==> config.mk <==
export PLATFORM = sky130hd
export DESIGN_NAME = note_recorder
export DESIGN_NICKNAME = d
export VERILOG_FILES = /design/src/rtl/note_recorder.sv
export SDC_FILE = /design/constraint.sdc
export NUM_CORES = 1
export LEC_CHECK = 0
export CORE_MARGIN = 8
export CORE_UTILIZATION = 45
export CTS_CLUSTER_DIAMETER = 30
export CTS_CLUSTER_SIZE = 40
export DETAILED_ROUTE_END_ITERATION = 8
export DONT_BUFFER_PORTS = 1
export HOLD_SLACK_MARGIN = 0.02
export SLEW_MARGIN = 15
export SYNTH_ARGS = -nofsm -noshare
export SYNTH_HDL_FRONTEND = slang
export SYNTH_SLANG_ARGS = --single-unit
==> constraint.sdc <==
create_clock -name clk -period 16.75 [get_ports clk]
set_input_delay 1.675 -clock clk [delete_from_list [all_inputs] [get_ports clk]]
set_output_delay 1.675 -clock clk [all_outputs]
set_load 0.02 [all_outputs]
==> src/rtl/note_recorder.sv <==
`timescale 1ns/1ps
// note_recorder: captures live key notes as (note, duration) events in a small
// event memory and replays them on demand. Durations are counted in ticks from
// a prescaler that restarts at each recorded event start and each replayed event load.
module note_recorder #(
    parameter int CLK_HZ  = 100_000_000,
    parameter int TICK_HZ = 100,
    parameter int DEPTH   = 64,
    parameter int DUR_W   = 8
) (
    input  logic                   clk,
    input  logic                   reset,
    input  logic                   rec_btn,
    input  logic                   play_btn,
    input  logic                   clear_btn,
    input  logic [3:0]             note_in,
    output logic [3:0]             note_out,
    output logic [6:0]             led,
    output logic                   recording,
    output logic                   playing,
    output logic                   full,
    output logic [$clog2(DEPTH):0] event_count
);

    localparam int AW      = $clog2(DEPTH);
    localparam int CW      = AW + 1;
    localparam int PRESC   = CLK_HZ / TICK_HZ;
    localparam int PW      = (PRESC > 1) ? $clog2(PRESC) : 1;
    localparam int ENTRY_W = 3 + DUR_W;
    localparam logic [DUR_W-1:0] DUR_MAX = '1;

    typedef enum logic [2:0] {
        S_IDLE,
        S_RECORD,
        S_PLAY_RD,   // read address presented, memory output registers
        S_PLAY_LD,   // registered event is loaded into note_out / remaining
        S_PLAY_RUN   // event is sounding, remaining counts down per tick
    } state_t;

    state_t               state_q, state_d;
    logic [3:0]           note_out_q, note_out_d;
    logic [6:0]           led_q, led_d;
    logic [CW-1:0]        cnt_q, cnt_d;
    logic                 full_q, full_d;
    logic [AW-1:0]        wr_ptr_q, wr_ptr_d;
    logic [AW-1:0]        rd_ptr_q, rd_ptr_d;
    logic [2:0]           cur_note_q, cur_note_d;
    logic [DUR_W-1:0]     dur_q, dur_d;
    logic [DUR_W-1:0]     rem_q, rem_d;
    logic [PW-1:0]        presc_q;
    logic                 presc_clr;
    logic                 mem_we;
    logic [ENTRY_W-1:0]   mem_wdata;
    logic [ENTRY_W-1:0]   rd_data_q;
    logic [ENTRY_W-1:0]   mem [DEPTH];

    logic [2:0]           norm_in;
    logic [3:0]           live_note;
    logic                 tick;
    logic [DUR_W-1:0]     dur_eff;
    logic                 close_evt;
    logic                 last_evt;
    logic [2:0]           rd_note;
    logic [DUR_W-1:0]     rd_dur;

    // Values 8..15 carry no note and are folded onto rest (0).
    assign norm_in   = note_in[3] ? 3'd0 : note_in[2:0];
    assign live_note = {1'b0, norm_in};
    assign tick      = (presc_q == PW'(PRESC - 1));
    // Duration including a tick landing on this very clock, so a closing
    // event never loses its final tick. dur_q never exceeds DUR_MAX-1.
    assign dur_eff   = dur_q + DUR_W'(tick);
    assign close_evt = rec_btn || (norm_in != cur_note_q);
    assign last_evt  = (({1'b0, rd_ptr_q} + CW'(1)) == cnt_q);
    assign rd_note   = rd_data_q[ENTRY_W-1:DUR_W];
    assign rd_dur    = rd_data_q[DUR_W-1:0];

    function automatic logic [6:0] onehot_note(input logic [3:0] n);
        logic [6:0] r;
        r = 7'd0;
        if (n >= 4'd1 && n <= 4'd7) r = 7'b1 << (n - 4'd1);
        return r;
    endfunction

    // Next-state, event capture and playback sequencing.
    always_comb begin
        // NOTE: every variable gets a default first so no path can infer a latch.
        state_d    = state_q;
        note_out_d = note_out_q;
        cnt_d      = cnt_q;
        full_d     = full_q;
        wr_ptr_d   = wr_ptr_q;
        rd_ptr_d   = rd_ptr_q;
        cur_note_d = cur_note_q;
        dur_d      = dur_q;
        rem_d      = rem_q;
        presc_clr  = 1'b0;
        mem_we     = 1'b0;
        mem_wdata  = {cur_note_q, dur_eff};

        case (state_q)
            S_IDLE: begin
                note_out_d = live_note;
                if (rec_btn) begin
                    state_d    = S_RECORD;
                    cnt_d      = '0;
                    full_d     = 1'b0;
                    wr_ptr_d   = '0;
                    cur_note_d = norm_in;
                    dur_d      = '0;
                    presc_clr  = 1'b1;
                end else if (clear_btn) begin
                    cnt_d  = '0;
                    full_d = 1'b0;
                end else if (play_btn && (cnt_q != '0)) begin
                    state_d    = S_PLAY_RD;
                    rd_ptr_d   = '0;
                    note_out_d = 4'd0;
                end
            end

            S_RECORD: begin
                note_out_d = live_note;
                if (close_evt || (tick && (dur_eff == DUR_MAX))) begin
                    // Zero-length events are glitches and are dropped.
                    if (dur_eff != '0) begin
                        mem_we   = 1'b1;
                        wr_ptr_d = wr_ptr_q + AW'(1);
                        cnt_d    = cnt_q + CW'(1);
                        if (cnt_q == CW'(DEPTH - 1)) begin
                            full_d  = 1'b1;
                            state_d = S_IDLE;
                        end
                    end
                    dur_d = '0;
                    // A saturated event continues as the same note without
                    // disturbing the prescaler phase.
                    if (close_evt) begin
                        cur_note_d = norm_in;
                        presc_clr  = 1'b1;
                    end
                    if (rec_btn) state_d = S_IDLE;
                end else if (tick) begin
                    dur_d = dur_eff;
                end
            end

            S_PLAY_RD: begin
                if (play_btn) begin
                    state_d    = S_IDLE;
                    note_out_d = live_note;
                end else begin
                    state_d = S_PLAY_LD;
                end
            end

            S_PLAY_LD: begin
                if (play_btn) begin
                    state_d    = S_IDLE;
                    note_out_d = live_note;
                end else begin
                    state_d    = S_PLAY_RUN;
                    note_out_d = {1'b0, rd_note};
                    rem_d      = rd_dur;
                    presc_clr  = 1'b1;
                end
            end

            S_PLAY_RUN: begin
                if (play_btn) begin
                    state_d    = S_IDLE;
                    note_out_d = live_note;
                end else if (tick) begin
                    if (rem_q == DUR_W'(1)) begin
                        if (last_evt) begin
                            state_d    = S_IDLE;
                            note_out_d = live_note;
                        end else begin
                            // Short silence while the next event is fetched.
                            state_d    = S_PLAY_RD;
                            rd_ptr_d   = rd_ptr_q + AW'(1);
                            note_out_d = 4'd0;
                        end
                        rem_d = '0;
                    end else begin
                        rem_d = rem_q - DUR_W'(1);
                    end
                end
            end

            default: begin
                state_d    = S_IDLE;
                note_out_d = live_note;
            end
        endcase

        led_d = onehot_note(note_out_d);
    end

    // Control and output registers.
    always_ff @(posedge clk or posedge reset) begin
        if (reset) begin
            state_q    <= S_IDLE;
            note_out_q <= 4'd0;
            led_q      <= 7'd0;
            cnt_q      <= '0;
            full_q     <= 1'b0;
            wr_ptr_q   <= '0;
            rd_ptr_q   <= '0;
            cur_note_q <= 3'd0;
            dur_q      <= '0;
            rem_q      <= '0;
        end else begin
            // NOTE: non-blocking assignments so every register samples pre-edge values.
            state_q    <= state_d;
            note_out_q <= note_out_d;
            led_q      <= led_d;
            cnt_q      <= cnt_d;
            full_q     <= full_d;
            wr_ptr_q   <= wr_ptr_d;
            rd_ptr_q   <= rd_ptr_d;
            cur_note_q <= cur_note_d;
            dur_q      <= dur_d;
            rem_q      <= rem_d;
        end
    end

    // Tick prescaler: free-running, restarted on event start/load.
    always_ff @(posedge clk or posedge reset) begin
        if (reset) begin
            presc_q <= '0;
        end else if (presc_clr || tick) begin
            presc_q <= '0;
        end else begin
            presc_q <= presc_q + PW'(1);
        end
    end

    // Event memory with one-clock synchronous read.
    always_ff @(posedge clk) begin
        // NOTE: the array has no reset; event_count=0 makes stale contents unreachable.
        if (mem_we) mem[wr_ptr_q] <= mem_wdata;
        rd_data_q <= mem[rd_ptr_q];
    end

    assign note_out    = note_out_q;
    assign led         = led_q;
    assign recording   = (state_q == S_RECORD);
    assign playing     = (state_q == S_PLAY_RD) || (state_q == S_PLAY_LD) ||
                         (state_q == S_PLAY_RUN);
    assign full        = full_q;
    assign event_count = cnt_q;

endmodule
==> summary.md <==
| Metric | Value |
|---|---|
| Worst R2R End | mem[17][4]$_DFFE_PP_ |
| Leakage | 12.1 nW |
| Gp weighted congestion | just over 0.8 |
| Clock Latency Late Sink | 0.70 ns |
| Adder-cell share of the synthesized area | 0.358% |
| Synth area leader | edfxtp_1 |
| Post-Syn Instances | between 1500 and 2000 |
| DP HPWL | roughly 45000 um |
| Die width | 280 um |
| Synthesized flop and latch total | about 800 |
| Yosys cell types | 62 |
| I/O pin cnt | 30 |
| First-pass GRT wire length | between 100000 and 150000 um |
| NumNets Final | 1685 |
| Required @ worst endpoint | 17.04 ns |
| WHS Path Cells | 1 |
| Fraction of synthesized cell area in xor and xnor cells | less than 1% |
| Antenna viol nets, final | 0 |
| EDFF count, synth | 704 |
| Reg2reg path depth | 13 |
| Sequential area share after synthesis | 73.7% |
| RSZ-0062 raised after global routing | false |
| Final Setup Violations | 0 |
| Share of cells above drive strength 1 | 28.7% |
| Relative slew slack | 23.3% |
| Synth top cells by count | edfxtp_1, mux4_2, nor2_1 |
| Vias in the first global route | 16200 |
| Hold Path End | presc_q[0]$_DFF_PP0_ |
| Setup TNS | 0 ns |
| Worst Hold Class | register to register |
| Total congestion overflow | 0 |
| Crit path max fanout | 67 |
| CTS Root Cell | clkbuf_16 |
| Die area | 78600 um2 |
| Setup Skew | roughly 0.032 ns |
| Detailed-router iteration count before antenna repair | 5 |
| Power per cell area | 150 nW/um2 |
| Fin crit period | 7.65 ns |
| Compound-Gate Fraction of Synth Area | 2.11% |
| DP Worst Slack | approximately 9.2 ns |
| Initial antenna violation count | 1 |
| Slew Limit Fails | 0 |
| Internal reg-to-reg setup slack | about 9.1 ns |
| Hold_ws | 0.500 ns |
| DR iter-0 viols | 1598 |
| Die Ht | 280 um |
| Total clock buffers created by CTS | 139 |
| Outcome | completed |
| FFs w/ async S/R, synth | 9.26% |
| R2R Path Start | presc_q[7]$_DFF_PP0_ |
| Drt wl/cell | ~28 um |
| Routed vias/inst | 5.84 |
| CP Class | register to register |
| Initial Util | 45.2% |
| H-Tree Depth | 4 |
| Syn_nets | 1607 |
| Hold Buf Count CTS | 0 |
| Maximum vdd ir drop | between 0.0001 and 0.00015 V |
| CORE AREA | 69700 um2 |
| CTS tree | yes |
| Total setup buffers inserted after CTS | 0 |
| Most area-consuming cells after synthesis | edfxtp_1, mux4_2, dfrtp_1, nor2_1, dfxtp_1 |
| Netlist Area Pre-Place | ~31000 um2 |
| Clock sinks | 788 |
| Arrival time at the worst endpoint | just under 8 ns |
| Largest net degree at the start of global routing | 77 |
| Tot GR Track Use | roughly a fifth |
| Max Cap Viol | 0 |
| Area Overhead vs Synth | 18.4% |
| Highest Clock Rate | about 130 MHz |
| Simple-Gate Fraction of Synth Area | 4.67% |
| # rows | 97 |
| Total wire length | 75100 um |
| Post_cts resized | 0 |
| Mux cell area share after synthesis | 17.0% |
| Post-synthesis average cell area | 19.8 um2 |
| Clk slew on worst S/H paths | 0.05 ns |
| CTS Buffer Depth | 3 |
| Hold Vio Cnt, Final | 0 |
| Final period utilization | 45.7% |
| Setup ws final | 9.10 ns |
| Worst Tran Pin Value | between 1 and 1.5 ns |
| Most common cell in the netlist | edfxtp_1 |
| CP endpoint kind | register |
| Min-delay src | presc_q[0]$_DFF_PP0_ |
| Port bufs | 0 |
| Main combinational cell family by area after synthesis | multiplexers |
| Post-synth top flop | edfxtp_1 |
| Number of remaining DRC errors | 0 |
| Via count | ~16000 |
| Syn. warnings | 0 |
| Share of the synthesized area in the top cell type | 67.2% |
| Setup crit start kind | register |
| Layout filler cell count | 5331 |
-- stage by stage --
stage	total power, W	std cells	cell area (um2)	utilization, %
floorplan	0.00265	1589	31500	-
global placement	0.00282	2466	32500	46.7
detailed placement	0.00283	2466	32600	46.7
CTS	0.00564	2713	37300	53.5
global route	0.00577	2713	37300	53.5
finish	0.00559	2715	37300	53.5
-- registers in the layout, summed over array words and instances, names as in the netlist, 6 cells and up --
signal,flops
mem,704
presc_q,20
rd_data_q,11
dur_q,8
rem_q,8
event_count,7
led,7
rd_ptr_q,6
wr_ptr_q,6
-- metal layers --
metal,routed length [um],vias to the layer above,global-route usage (%)
li1,-,6709,-
met1,31900,8375,27.3
met2,35200,653,29.5
met3,5980,122,5.03
met4,2060,0,7.21
met5,0,-,0
-- worst max-delay path by stage --
| stage | to | depth (start not counted) | startpoint | slack [ns] |
|---|---|---|---|---|
| 2_1_floorplan | mem[15][0]$_DFFE_PP_ | 12 | presc_q[7]$_DFF_PP0_ | 10.32 |
| 5_1_grt | mem[41][4]$_DFFE_PP_ | 13 | presc_q[7]$_DFF_PP0_ | 8.68 |
| 3_5_place_dp | mem[41][4]$_DFFE_PP_ | 13 | presc_q[7]$_DFF_PP0_ | 9.19 |
| 3_3_place_gp | mem[17][4]$_DFFE_PP_ | 13 | presc_q[7]$_DFF_PP0_ | 9.45 |
| 4_1_cts | mem[41][4]$_DFFE_PP_ | 13 | presc_q[7]$_DFF_PP0_ | 9.19 |
| 6_report | mem[17][4]$_DFFE_PP_ | 13 | presc_q[7]$_DFF_PP0_ | 9.10 |
-- critical path: stages (launching register included) --
cell      delay [ns]
dfrtp_1         0.41
or4_1           0.54
or4_4           0.60
nor2_4          0.18
ha_2            0.25
ha_2            0.29
nand3_1         0.22
nor3_1          0.46
xor2_4          0.16
buf_4           0.65
nor4bb_1        0.30
a211oi_2        1.01
nand3_1         1.04
nor2_1          1.14
-- cells by family after synthesis --
kind of cell	count (synthesis)
flops	788
mux	244
buf+inv	107
simple gates	307
fa+ha+maj	9
xor+xnor	33
compound gates	101
-- report_power, final --
group          switching, W  leakage, nW  total [W]  internal (W)
Combinational      0.000249         2.25   0.000439      0.000190
Sequential         0.000131         7.63    0.00235       0.00221
Clock              0.000954         2.26    0.00280       0.00185
Total               0.00133         12.1    0.00559       0.00425
-- layout by cell type (no fill, tap or decap), types with 15 or more instances in the layout --
cell and instances:
edfxtp_1 704, mux4_2 231, clkbuf_16 141, nor2_1 114, dfrtp_1 67, nand2_1 53
nand3_1 36, o21ai_0 34, inv_1 22, nor3_1 19, bufinv_16 19, clkinv_2 18
buf_4 18, a21oi_1 17, inv_6 16, xnor2_1 15, xor2_1 15, clkinvlp_4 15
-- layout make-up --
| class | count | area [um2] | share of cell area [%] |
|---|---|---|---|
| timing repair buffer | 18 | 135 | 0.363 |
| clock inverter | 92 | 1090 | 2.92 |
| sequential | 788 | 23200 | 62.3 |
| antenna | 2 | 5.00 | 0.0134 |
| inverter | 26 | 98.8 | 0.265 |
| tap | 940 | 1180 | 3.16 |
| clock buffer | 155 | 3610 | 9.69 |
| multi-input combinational | 694 | 7940 | 21.3 |
Power figures use the tool's default switching activity.
